<file path="src/rtl/serial_subtractor16_pkg.sv">
// serial_sub_pkg: shared FSM encodings and default sizes for the bit-serial subtractor
package serial_sub_pkg;
  localparam int WIDTH_D = 16;
  localparam int CNT_W_D = 5;
  typedef enum logic [1:0] {ST_IDLE = 2'd0, ST_RUN = 2'd1, ST_DONE = 2'd2} state_t;
endpackage

</file>
<file path="src/rtl/serial_subtractor16_if.sv">
// serial_subtractor16_if: start/busy/done handshake plus operand and result buses
interface serial_subtractor16_if #(parameter int WIDTH = serial_sub_pkg::WIDTH_D);
  logic start;
  logic [WIDTH-1:0] a;
  logic [WIDTH-1:0] b;
  logic bin;
  logic busy;
  logic done;
  logic [WIDTH-1:0] diff;
  logic bout;
  logic ovf;
  modport master(output start, a, b, bin, input busy, done, diff, bout, ovf);
  modport slave(input start, a, b, bin, output busy, done, diff, bout, ovf);
endinterface

</file>
<file path="src/rtl/serial_subtractor16_full_sub1.sv">
// full_sub1: combinational 1-bit full subtractor, d = x - y - bi
module full_sub1 (
  input  logic x,
  input  logic y,
  input  logic bi,
  output logic d,
  output logic bo
);
  assign d  = x ^ y ^ bi;
  assign bo = (~x & y) | (~(x ^ y) & bi);
endmodule

</file>
<file path="src/rtl/serial_subtractor16.sv">
// serial_subtractor16: bit-serial a - b - bin, LSB first, with borrow-out and signed overflow
module serial_subtractor16
  import serial_sub_pkg::*;
#(
  parameter int WIDTH = WIDTH_D,
  parameter int CNT_W = CNT_W_D
) (
  input logic clk,
  input logic rst_n,
  serial_subtractor16_if.slave bus
);
  state_t state, state_nx;
  logic [WIDTH-1:0] a_sh, b_sh, res;
  logic [CNT_W-1:0] cnt;
  logic brw, d, bo, last;
  full_sub1 u_fs (.x(a_sh[0]), .y(b_sh[0]), .bi(brw), .d(d), .bo(bo));
  assign last = cnt == CNT_W'(WIDTH - 1);
  always_comb begin
    state_nx = (state == ST_IDLE) ? (bus.start ? ST_RUN : ST_IDLE) :
               (state == ST_RUN)  ? (last ? ST_DONE : ST_RUN) : ST_IDLE;
    bus.busy = state == ST_RUN;
    bus.done = state == ST_DONE;
  end
  always_ff @(posedge clk or negedge rst_n)
    if (!rst_n) state <= ST_IDLE;
    else        state <= state_nx;
  always_ff @(posedge clk or negedge rst_n) begin
    if (!rst_n) begin
      a_sh     <= '0;
      b_sh     <= '0;
      res      <= '0;
      brw      <= 1'b0;
      cnt      <= '0;
      bus.diff <= '0;
      bus.bout <= 1'b0;
      bus.ovf  <= 1'b0;
    end else if (state == ST_IDLE && bus.start) begin
      a_sh <= bus.a;
      b_sh <= bus.b;
      brw  <= bus.bin;
      cnt  <= '0;
    end else if (state == ST_RUN) begin
      res  <= {d, res[WIDTH-1:1]};
      a_sh <= a_sh >> 1;
      b_sh <= b_sh >> 1;
      brw  <= bo;
      cnt  <= cnt + 1'b1;
      // brw still holds the borrow into the MSB while the MSB is processed
      if (last) begin
        bus.diff <= {d, res[WIDTH-1:1]};
        bus.bout <= bo;
        bus.ovf  <= brw ^ bo;
      end
    end
  end
endmodule

</file>
<file path="src/flat_wrapper.sv">
// flat-port wrapper written by rule: the top's interface ports become plain ports
module serial_subtractor16_flat import serial_sub_pkg::*;
#(
  parameter int WIDTH = WIDTH_D,
  parameter int CNT_W = CNT_W_D
)
  (clk, rst_n, bus_start, bus_a, bus_b, bus_bin, bus_busy, bus_done, bus_diff, bus_bout, bus_ovf);
  serial_subtractor16_if #(.WIDTH(WIDTH)) bus_i ();
  input logic clk;
  input logic rst_n;
  input wire logic [$bits(bus_i.start)-1:0] bus_start;
  input wire logic [$bits(bus_i.a)-1:0] bus_a;
  input wire logic [$bits(bus_i.b)-1:0] bus_b;
  input wire logic [$bits(bus_i.bin)-1:0] bus_bin;
  output wire logic [$bits(bus_i.busy)-1:0] bus_busy;
  output wire logic [$bits(bus_i.done)-1:0] bus_done;
  output wire logic [$bits(bus_i.diff)-1:0] bus_diff;
  output wire logic [$bits(bus_i.bout)-1:0] bus_bout;
  output wire logic [$bits(bus_i.ovf)-1:0] bus_ovf;
  assign bus_i.start = bus_start;
  assign bus_i.a = bus_a;
  assign bus_i.b = bus_b;
  assign bus_i.bin = bus_bin;
  assign bus_busy = bus_i.busy;
  assign bus_done = bus_i.done;
  assign bus_diff = bus_i.diff;
  assign bus_bout = bus_i.bout;
  assign bus_ovf = bus_i.ovf;
  serial_subtractor16 #(.WIDTH(WIDTH), .CNT_W(CNT_W)) u_core (.clk(clk), .rst_n(rst_n), .bus(bus_i));
endmodule
</file>
<file path="config.mk">
export PLATFORM = sky130hd
export DESIGN_NAME = serial_subtractor16_flat
export DESIGN_NICKNAME = d
export VERILOG_FILES = /design/src/rtl/serial_subtractor16_pkg.sv /design/src/rtl/serial_subtractor16_if.sv /design/src/rtl/serial_subtractor16_full_sub1.sv /design/src/rtl/serial_subtractor16.sv /design/src/flat_wrapper.sv
export SDC_FILE = /design/constraint.sdc
export NUM_CORES = 1
export LEC_CHECK = 0
export CAP_MARGIN = 10
export CELL_PAD_IN_SITES_DETAIL_PLACEMENT = 1
export CELL_PAD_IN_SITES_GLOBAL_PLACEMENT = 2
export CORE_MARGIN = 3
export CORE_UTILIZATION = 34
export DETAILED_ROUTE_END_ITERATION = 7
export GPL_TIMING_DRIVEN = 0
export PLACE_DENSITY = 0.85
export SKIP_CTS_REPAIR_TIMING = 1
export SLEW_MARGIN = 30
export SYNTH_ARGS = -nofsm -noshare
export SYNTH_HDL_FRONTEND = slang
export SYNTH_HIERARCHICAL = 1
export SYNTH_SLANG_ARGS = --single-unit
export TNS_END_PERCENT = 10
</file>
<file path="constraint.sdc">
create_clock -name clk -period 2.05 [get_ports clk]
set_clock_uncertainty 0.2 [all_clocks]
set_input_delay 0.41 -clock clk [delete_from_list [all_inputs] [get_ports clk]]
set_output_delay 0.41 -clock clk [all_outputs]
set_load 0.005 [all_outputs]
</file>
==> results.py <==
metrics = {
    "clock_network": {
        "numCtsBuffers": 9,
        "htreeDepth": 3,
        "clk-insertion-delay-late_ns": 0.34,
        "clkTransAtPathRegs_ns": 0.07,
        "clkSinkCount": 73,
        "cts_tree": "yes",
        "root_buffer": "clkbuf_8",
        "clockBufferDepth": 2,
    },
    "logic_synthesis": {
        "synth_seq_cells": 73,
        "synth_top_area_share_pct": 57.8,
        "synth.largest_area_cell": "dfrtp_1",
        "syn-cell-area_sq_mm": 0.00316,
        "netlist-cell-type-count": 30,
        "synth_fp_nets": 328,
        "synthFlopType": "dfrtp_1",
        "ys_seq_area_share_pct": 57.8,
        "postSynthAreaPerCell_sq_um": 10.9,
        "synth_edf_count": 0,
        "async_flop_share_pct": 100,
        "synth_area_leaders": "dfrtp_1 (58%), nand2_1 (9.0%), a22oi_1 (7.4%)",
        "netlist_instances": 289,
        "yosysWarnings": 6,
    },
    "global_routing": {
        "grt_max_degree": 39,
        "antenna_found_initial": 0,
        "grtUsageTotal_pct": 15.5,
        "grt_pass1_wl_um": 12500,
        "overflow": 0,
        "grt_pass1_vias": 2484,
    },
    "power_and_ir_drop": {
        "power.leakage_uw": 0.00186,
        "power_density_mw_per_mm2": 1250,
        "peakVddDrop_mv": 0.403,
    },
    "critical_path": {
        "reg2regPathDepth": 6,
        "cp_max_fo": 10,
        "critPathKind": "reg2out",
        "arrival_ns": 1.35,
        "endpoint_kind": "output port",
        "cp_data_required_time_ns": 1.44,
        "reg2reg_setup_slack_ns": 0.10,
        "cp-start-kind": "register",
    },
    "sta": {
        "hold_violations": 0,
        "timing.hold.ws_ns": 0.289,
        "rsz0062_at_grt": "false",
        "relSlewSlack_pct": 66.9,
        "setup_violations": 0,
        "min_period_over_period_pct": 95.7,
        "fin_crit_ns": 1.96,
        "clock.fmax_mhz": 509,
        "slew_viol_final": 0,
        "tightest_slew_ns": 0.496,
    },
    "status": {
        "status": "completed",
    },
    "placement": {
        "place_hpwl_um": 5400,
        "post_dp_cell_area_sq_mm": 0.00387,
        "gp_congestion": 0.749,
        "dp.cells": 453,
        "place.port_buffers": 55,
    },
    "drt": {
        "drt-vias-per-instance": 5.06,
        "vias": 2366,
        "routed_wl_um": 7580,
        "avgRoutedWirePerCell_um": 16.2,
        "first_iter_violations": 71,
        "drc": 0,
        "final_antenna_net_count": 0,
        "firstDrtPassIters": 4,
    },
    "finish": {
        "fin_area_sq_mm": 0.00408,
        "drive_gt1_share_pct": 16.4,
        "final_util_pct": 45.9,
        "insertedDiodeCount": 0,
        "layoutNonFillerInstCount": 468,
        "final_nets": 397,
        "area.growth.synth_to_final_pct": 29.0,
    },
    "floorplanning": {
        "die_area_sq_mm": 0.0105,
        "io-pin-count": 56,
        "fp-row-count": 34,
        "design.core.area_sq_mm": 0.00889,
        "die_y_um": 102,
        "fp.dieW_um": 102,
        "start_util_pct": 35.6,
    },
    "hold_path": {
        "whs_path_depth": 2,
        "min_path_type": "reg2reg",
    },
    "run": {
        "drv_cap": 0,
    },
}
-- metrics by stage --
| stage | total power [uW] | setup TNS [ns] | setup slack (ns) |
|---|---|---|---|
| floorplan | 3350 | 0 | 0.192 |
| global placement | 3970 | -160.15 | -2.19 |
| detailed placement | 4110 | -0.607 | -0.256 |
| CTS | 5140 | -1.19 | -0.648 |
| global route | 5510 | 0 | 0.00578 |
| finish | 5090 | 0 | 0.0873 |
-- layout by cell type, fill, tap and decap left out, drive strengths merged, types with 3 or more instances in the layout --
cell type	synthesis	routed
nor2b	3	3
buf	16	20
dfrtp	73	73
and2b	5	5
clkdlybuf4s50	0	52
a22oi	31	31
a21oi	5	5
a22o	4	4
nand2	76	76
inv	7	7
clkbuf	4	17
o21ai	34	34
mux2	17	17
-- per-layer routing --
layer  GRT usage (%)  up-vias  part of all wire, %
met2            25.0       58                   49
met1            19.9     1170                   45
met4            5.85        0                  2.0
li1                -     1124                    -
met5               0        -                    0
met3            4.23       14                  4.0
-- registers in the layout, summed over array words and instances, names as in the netlist --
name,count
u_core/brw,1
u_core/bus.diff,16
u_core/bus.bout,1
u_core/state,2
u_core/b_sh,16
u_core/cnt,5
u_core/res,15
u_core/a_sh,16
u_core/bus.ovf,1
-- critical path, stage by stage (launching register included) --
cell and delay, ns:
dfrtp_2 0.44, buf_6 0.16, buf_4 0.18, nor2b_2 0.13, clkbuf_2 0.12
-- cell families (layout without fill, tap and decap cells) --
logic type	count (synthesis)	count (layout)	share of synthesized area, %
adders and majority gates	3	3	1.42
AOI/OAI and AO/OA	76	76	15.7
DFF	73	73	57.8
muxes	18	18	6.37
xor gates and xnor gates	1	1	0.277
and+or+nand+nor	91	91	12.5
buffers and inverters	27	98	5.89
-- cell usage after synthesis, drive strengths merged (2+ instances only) --
cell type and number:
nand2 76, dfrtp 73, o21ai 34, a22oi 31, mux2 17, buf 16, inv 7, a21oi 5
and2b 5, a22o 4, clkbuf 4, nor2b 3, ha 2, nand2b 2, nand3 2
-- path summary, 6_finish.rpt --
kind	start	endpoint
setup / recovery	u_core/state[0]	bus_done
hold / removal	u_core/a_sh[10]	u_core/a_sh[10]
setup reg to reg	u_core/cnt[0]	u_core/bus.diff[14]
hold reg to reg	u_core/a_sh[10]	u_core/a_sh[10]
max in group asynchronous	rst_n	u_core/b_sh[14]
min in group asynchronous	rst_n	u_core/bus.diff[2]
-- report_power, final --
group | leakage, uW | switching (uW) | internal, uW
Clock | 0.0000875 | 491 | 520
Sequential | 0.000950 | 356 | 1990
Combinational | 0.000824 | 823 | 913
-- layout make-up --
cell class              count  area (sq um)
clock buffers              13           169
inverters                   7          31.3
flip-flops and latches     73          1830
fillers                  1018          4810
plain buffers              19           169
repair buffers             59           591
well taps                 108           135
multi-input cells         189          1160
(Power assumes the default switching activity.)
